===== src/rtl/reg_writeback_unit_pkg.sv =====
// Shared writeback definitions: WB_SEL mux codes, load funct3 codes and the register index width.
package reg_writeback_unit_pkg;

   localparam int REG_IDX_W = 5;

   typedef enum logic [1:0] {
      WB_SEL_ALU  = 2'b00,
      WB_SEL_MEM  = 2'b01,
      WB_SEL_PC4  = 2'b10,
      WB_SEL_RSVD = 2'b11
   } wb_sel_e;

   typedef enum logic [2:0] {
      FUNCT3_LB  = 3'b000,
      FUNCT3_LH  = 3'b001,
      FUNCT3_LW  = 3'b010,
      FUNCT3_LBU = 3'b100,
      FUNCT3_LHU = 3'b101
   } funct3_e;

endpackage


===== src/rtl/reg_writeback_unit_load_data_align.sv =====
// Load data alignment: picks the byte/half at the load offset from an aligned word and sign/zero-extends it.
module reg_writeback_unit_load_data_align
   import reg_writeback_unit_pkg::*;
#(
   parameter int DATA_WIDTH = 32
) (
   input  logic [2:0]            funct3,
   input  logic [1:0]            offset,
   input  logic [DATA_WIDTH-1:0] word,
   output logic [DATA_WIDTH-1:0] value
);

   logic [7:0]  byte_sel;
   logic [15:0] half_sel;

   // NOTE: every variable assigned in always_comb gets a default first, so no path can infer a latch.
   always_comb begin
      byte_sel = word[7:0];
      case (offset)
         2'd1:    byte_sel = word[15:8];
         2'd2:    byte_sel = word[23:16];
         2'd3:    byte_sel = word[31:24];
         default: byte_sel = word[7:0];
      endcase
      half_sel = offset[1] ? word[31:16] : word[15:0];
   end

   // Unknown funct3 falls back to the full word.
   always_comb begin
      value = word;
      case (funct3)
         FUNCT3_LB:  value = {{(DATA_WIDTH-8){byte_sel[7]}}, byte_sel};
         FUNCT3_LH:  value = {{(DATA_WIDTH-16){half_sel[15]}}, half_sel};
         FUNCT3_LBU: value = {{(DATA_WIDTH-8){1'b0}}, byte_sel};
         FUNCT3_LHU: value = {{(DATA_WIDTH-16){1'b0}}, half_sel};
         default:    value = word;
      endcase
   end

endmodule


===== src/rtl/reg_writeback_unit.sv =====
// Register-file write driver: queues retiring results in a small FIFO, debug writes take port priority.
// Optional FORWARD_EN macro adds FWD_VALID/FWD_ADDRESS/FWD_DATA exposing the newest queued entry.
module reg_writeback_unit
   import reg_writeback_unit_pkg::*;
#(
   parameter int DATA_WIDTH = 32,
   parameter int ADDR_WIDTH = REG_IDX_W,
   parameter int DEPTH      = 2
) (
   input  logic                  CLK,
   input  logic                  RESET,
   input  logic                  IN_VALID,
   output logic                  IN_READY,
   input  logic                  IN_REG_WRITE,
   input  logic [ADDR_WIDTH-1:0] IN_RD_ADDR,
   input  logic [1:0]            IN_WB_SEL,
   input  logic [2:0]            IN_FUNCT3,
   input  logic [DATA_WIDTH-1:0] IN_ALU_RESULT,
   input  logic [DATA_WIDTH-1:0] IN_MEM_DATA,
   input  logic [DATA_WIDTH-1:0] IN_PC_PLUS4,
   input  logic                  DBG_WRITE_ENABLE,
   input  logic [ADDR_WIDTH-1:0] DBG_WRITE_ADDRESS,
   input  logic [DATA_WIDTH-1:0] DBG_WRITE_DATA,
   output logic                  WRITE_ENABLE,
   output logic [ADDR_WIDTH-1:0] WRITE_ADDRESS,
   output logic [DATA_WIDTH-1:0] WRITE_DATA,
   output logic                  PENDING
`ifdef FORWARD_EN
   ,
   output logic                  FWD_VALID,
   output logic [ADDR_WIDTH-1:0] FWD_ADDRESS,
   output logic [DATA_WIDTH-1:0] FWD_DATA
`endif
);

   localparam int PTR_W = $clog2(DEPTH);
   localparam int CNT_W = PTR_W + 1;
   localparam logic [CNT_W-1:0] FULL = CNT_W'(DEPTH);

   logic [ADDR_WIDTH-1:0] fifo_addr [DEPTH];
   logic [DATA_WIDTH-1:0] fifo_data [DEPTH];
   logic [PTR_W-1:0]      wr_ptr;
   logic [PTR_W-1:0]      rd_ptr;
   logic [CNT_W-1:0]      count;

   logic [DATA_WIDTH-1:0] load_value;
   logic [DATA_WIDTH-1:0] wb_value;
   logic                  not_empty;
   logic                  accept;
   logic                  push;
   logic                  dbg_take;
   logic                  pop;

   reg_writeback_unit_load_data_align #(
      .DATA_WIDTH(DATA_WIDTH)
   ) u_load_data_align (
      .funct3(IN_FUNCT3),
      .offset(IN_ALU_RESULT[1:0]),
      .word  (IN_MEM_DATA),
      .value (load_value)
   );

   // Reserved select code behaves as the ALU path.
   always_comb begin
      wb_value = IN_ALU_RESULT;
      case (IN_WB_SEL)
         WB_SEL_MEM: wb_value = load_value;
         WB_SEL_PC4: wb_value = IN_PC_PLUS4;
         default:    wb_value = IN_ALU_RESULT;
      endcase
   end

   assign not_empty = (count != '0);
   assign IN_READY  = !RESET && (count < FULL);
   assign accept    = IN_VALID && IN_READY;
   assign push      = accept && IN_REG_WRITE && (IN_RD_ADDR != '0);
   assign dbg_take  = DBG_WRITE_ENABLE && (DBG_WRITE_ADDRESS != '0);
   assign pop       = !dbg_take && not_empty;
   assign PENDING   = not_empty;

   // A debug write to x0 never claims the port, so the queue drains underneath it.
   always_comb begin
      WRITE_ENABLE  = 1'b0;
      WRITE_ADDRESS = '0;
      WRITE_DATA    = '0;
      if (!RESET) begin
         if (dbg_take) begin
            WRITE_ENABLE  = 1'b1;
            WRITE_ADDRESS = DBG_WRITE_ADDRESS;
            WRITE_DATA    = DBG_WRITE_DATA;
         end else if (not_empty) begin
            WRITE_ENABLE  = 1'b1;
            WRITE_ADDRESS = fifo_addr[rd_ptr];
            WRITE_DATA    = fifo_data[rd_ptr];
         end
      end
   end

   // NOTE: sequential state uses non-blocking assignments so every flop samples pre-edge values.
   always_ff @(posedge CLK or posedge RESET) begin
      if (RESET) begin
         count  <= '0;
         wr_ptr <= '0;
         rd_ptr <= '0;
      end else begin
         if (push) wr_ptr <= wr_ptr + 1'b1;
         if (pop)  rd_ptr <= rd_ptr + 1'b1;
         case ({push, pop})
            2'b10:   count <= count + 1'b1;
            2'b01:   count <= count - 1'b1;
            default: count <= count;
         endcase
      end
   end

   // NOTE: storage is deliberately not reset; count gates every read, so stale contents are never observed.
   always_ff @(posedge CLK) begin
      if (push) begin
         fifo_addr[wr_ptr] <= IN_RD_ADDR;
         fifo_data[wr_ptr] <= wb_value;
      end
   end

`ifdef FORWARD_EN
   logic [PTR_W-1:0] newest;
   assign newest      = wr_ptr - 1'b1;
   assign FWD_VALID   = not_empty;
   assign FWD_ADDRESS = not_empty ? fifo_addr[newest] : '0;
   assign FWD_DATA    = not_empty ? fifo_data[newest] : '0;
`endif

endmodule


===== config.mk =====
export PLATFORM = sky130hd
export DESIGN_NAME = reg_writeback_unit
export DESIGN_NICKNAME = d
export VERILOG_FILES = /design/src/rtl/reg_writeback_unit_pkg.sv /design/src/rtl/reg_writeback_unit_load_data_align.sv /design/src/rtl/reg_writeback_unit.sv
export SDC_FILE = /design/constraint.sdc
export NUM_CORES = 1
export LEC_CHECK = 0
export ABC_AREA = 0
export CORE_UTILIZATION = 28
export CTS_CLUSTER_SIZE = 10
export DETAILED_ROUTE_END_ITERATION = 7
export HOLD_SLACK_MARGIN = 0.12
export PLACE_DENSITY = 0.6
export SKIP_LAST_GASP = 1
export SLEW_MARGIN = 20
export SYNTH_ARGS = -nofsm -noshare
export SYNTH_HDL_FRONTEND = slang
export SYNTH_SLANG_ARGS = --single-unit

===== constraint.sdc =====
create_clock -name CLK -period 3.4 [get_ports CLK]
set_input_delay 0.68 -clock CLK [delete_from_list [all_inputs] [get_ports CLK]]
set_output_delay 0.68 -clock CLK [all_outputs]
set_load 0.01 [all_outputs]

==> impl_metrics.ini <==
[worst_hold_path]
holdPathEnd = count[1]
hp-class = reg -> reg
hp-start = count[1]
hold_depth = 1

[route]
drc = 0
dr.pass1.iters = 6
wl_per_cell_um = 18.5
dr_total_vias = 4302
vias_per_cell = 5.04
drt_iter0_drc = 196
totalWireLength_mm = 15.8
drtAntennaViolNets = 0

[cells_and_area]
synthToLayoutAreaGrowth_pct = 54.9
final_common_cell = clkdlybuf4s50_1
utilization_pct = 45.0
antennaDiodeCount = 0
layout-drive-gt1-share_pct = 16.8
fill_cells = 1498
finalNonFillerCells = 854
nNetsFinal = 785
final_cell_area_sq_mm = 0.00722
final_cell_mix = clkdlybuf4s50_1 (151), edfxtp_1 (74), nand2_1 (64), mux2_2 (37), a21oi_1 (36)

[synthesis]
yosys.cell_types.count = 44
postSynthCellCount = 447
synth-seq-cells = 78
netlist_area_sq_mm = 0.00466
ys.flop_type = edfxtp_1
synth-edff-count = 74
async_reset_ff_share_pct = 5.13
avgSynthCellArea_sq_um = 10.4
ys_warn_count = 0
postSynthNetCount = 598
ys_seq_area_share_pct = 49.8

[status]
status = finished with violations
violations = negative setup slack

[clocking]
root_buffer = clkbuf_16
clock-sinks = 78
hold_buffers = 0
worstSkewPairLatency_ns = 0.33
cts_buffers = 9
clockBufferDepth = 2
cts_tree = yes
path_clk_slew_ns = 0.05
htreeDepth = 3

[place]
place.port_buffers = 187
dp_hpwl_mm = 11.9
gp_congestion = 0.889
place_area_sq_mm = 0.00681
dp_cells = 834
place_worst_setup_slack_ns = -0.281

[global_routing]
grt_antenna_before_repair = 0
grt_pass1_vias = 4234
overflow = 0
grt_max_degree = 44
grt_pass1_wl_mm = 23.0
grtUsageTotal_pct = 18.3

[timing]
clock_skew_ns = 0.00783
finalSetupViolCount = 3
setup_tns_ns = -0.219
period_share_pct = 105
slew_headroom_pct = 52.6
setup_ws_ns = -0.167
fmax_ghz = 0.280
rsz0062_at_grt = true
slew_viol_final = 0
worstMarginPinSlew_ns = 0.709
hold_violations = 0
fin_crit_ns = 3.57

[pwr]
intPower_uw = 2400
ir_worst_vdd_v = 0.000278
p_switching_uw = 1020
pwr-share-seq_pct = 34.7
cellLeakagePower_uw = 0.00277
sw_frac_of_total_pct = 29.7
power_frac_comb_pct = 36.5
power.share.clock_pct = 28.9
cellPowerDensity_mw_per_mm2 = 473

[die]
dieArea_sq_mm = 0.0172
core.rowCount = 46
dieWidth_um = 131
die_y_um = 131
core_area_sq_mm = 0.0161
start_util_pct = 29.0
boundaryPins = 188

[worst_setup_path]
reg2reg_slack_ns = 1.53
critical_path_class = in -> out
arrival_ns = 2.89
timing.rr.end = fifo_data[1][12]
reg2reg_depth = 5
path_max_fanout = 32
cp-end-kind = output pin
start_kind = input pin
crit_required_ns = 2.72
r2r_start = count[1]

[job]
max_cap_violations = 0
[kinds of logic (layout without fill, tap and decap cells)]
family,Yosys count,after routing,synth area share [%]
buf+inv,44,235,4.53
xor+xnor,5,5,0.939
fa+ha+maj,3,3,0.805
mux,49,49,11.5
simple gates,129,129,12.9
flops,78,78,49.8
compound gates,139,139,19.6
[what timing repair did]
| action | CTS | global route |
|---|---|---|
| pin swaps | 3 | 8 |
| endpoints found under the setup margin | 37 | 23 |
| setup buffers | 1 | 2 |
| hold endpoints to repair | 0 | 0 |
| resized for setup | 27 | 42 |
[worst max-delay path, cell delays in order]
cell             delay, ns
clkdlybuf4s50_1       0.44
or4_4                 0.57
buf_4                 0.15
o21a_2                0.23
buf_12                0.18
nand2_1               0.09
a21oi_2               0.06
clkdlybuf4s50_1       0.47
[area by class of cell]
cell class	count	area, sq um	share of cell area [%]
Inverter	8	30.0	0.416
Sequential cell	78	2320	32.2
Clock inverter	5	75.1	1.04
Multi-Input combinational cell	325	2190	30.3
Clock buffer	10	229	3.17
Tap cell	216	270	3.74
Timing Repair Buffer	212	2110	29.2
[flip-flops by register name, summed over array words and instances (netlist names)]
signal and cells:
count 2, fifo_data 64, rd_ptr 1, fifo_addr 10
wr_ptr 1
[per-stage QoR]
step,power [uW],hold WS (ns)
5_1_grt,3570,0.558
3_3_place_gp,2440,0.485
6_report,3420,0.511
4_1_cts,3430,0.512
2_1_floorplan,1920,0.464
3_5_place_dp,2460,0.499
[routing by layer]
metal | up-vias | share of wire [%] | wire length [um] | global-route usage (%)
li1 | 2073 | - | - | -
met1 | 2044 | 46 | 7300 | 24.4
met2 | 165 | 46 | 7320 | 29.7
met3 | 20 | 5.4 | 856 | 3.21
met4 | 0 | 2.0 | 322 | 7.10
met5 | - | 0 | 0 | 0
[power by group through the flow]
stage	Sequential, uW	Combinational (uW)	Clock (uW)
2_1_floorplan	1190	722	0
3_3_place_gp	1200	1240	0
3_5_place_dp	1200	1250	0
4_1_cts	1190	1240	1010
5_1_grt	1190	1340	1040
6_report	1180	1250	986
[synth_stat cells (all sizes together), types with 3 or more instances]
library cell	n	area, sq um
edfxtp	74	2220
nand2	64	240
a21oi	47	243
mux2	37	417
nand3	36	190
a22oi	28	210
clkbuf	21	88.8
o21ai	21	116
o211ai	18	135
buf	15	92.6
mux2i	12	120
nor2	10	40.0
inv	7	26.3
o22ai	7	43.8
or3	7	43.8
dfrtp	4	100
nor2b	4	25.0
o22a	4	35.0
a221o	3	30.0
a2bb2oi	3	26.3
ha	3	37.5
o21a	3	22.5
xnor2	3	26.3
[worst max-delay path by stage]
stage	start	end	slack, ns	depth (start not counted)
after floorplan	RESET	fifo_addr[0][0]	0.23	3
after global placement	DBG_WRITE_ADDRESS[0]	WRITE_DATA[24]	-0.25	7
after detailed placement	DBG_WRITE_ADDRESS[0]	WRITE_DATA[26]	-0.28	7
after CTS	DBG_WRITE_ADDRESS[0]	WRITE_DATA[26]	-0.24	7
after global routing	DBG_WRITE_ADDRESS[2]	WRITE_DATA[26]	-0.24	7
final	DBG_WRITE_ADDRESS[2]	WRITE_DATA[26]	-0.17	8
Power figures use the tool's default switching activity.
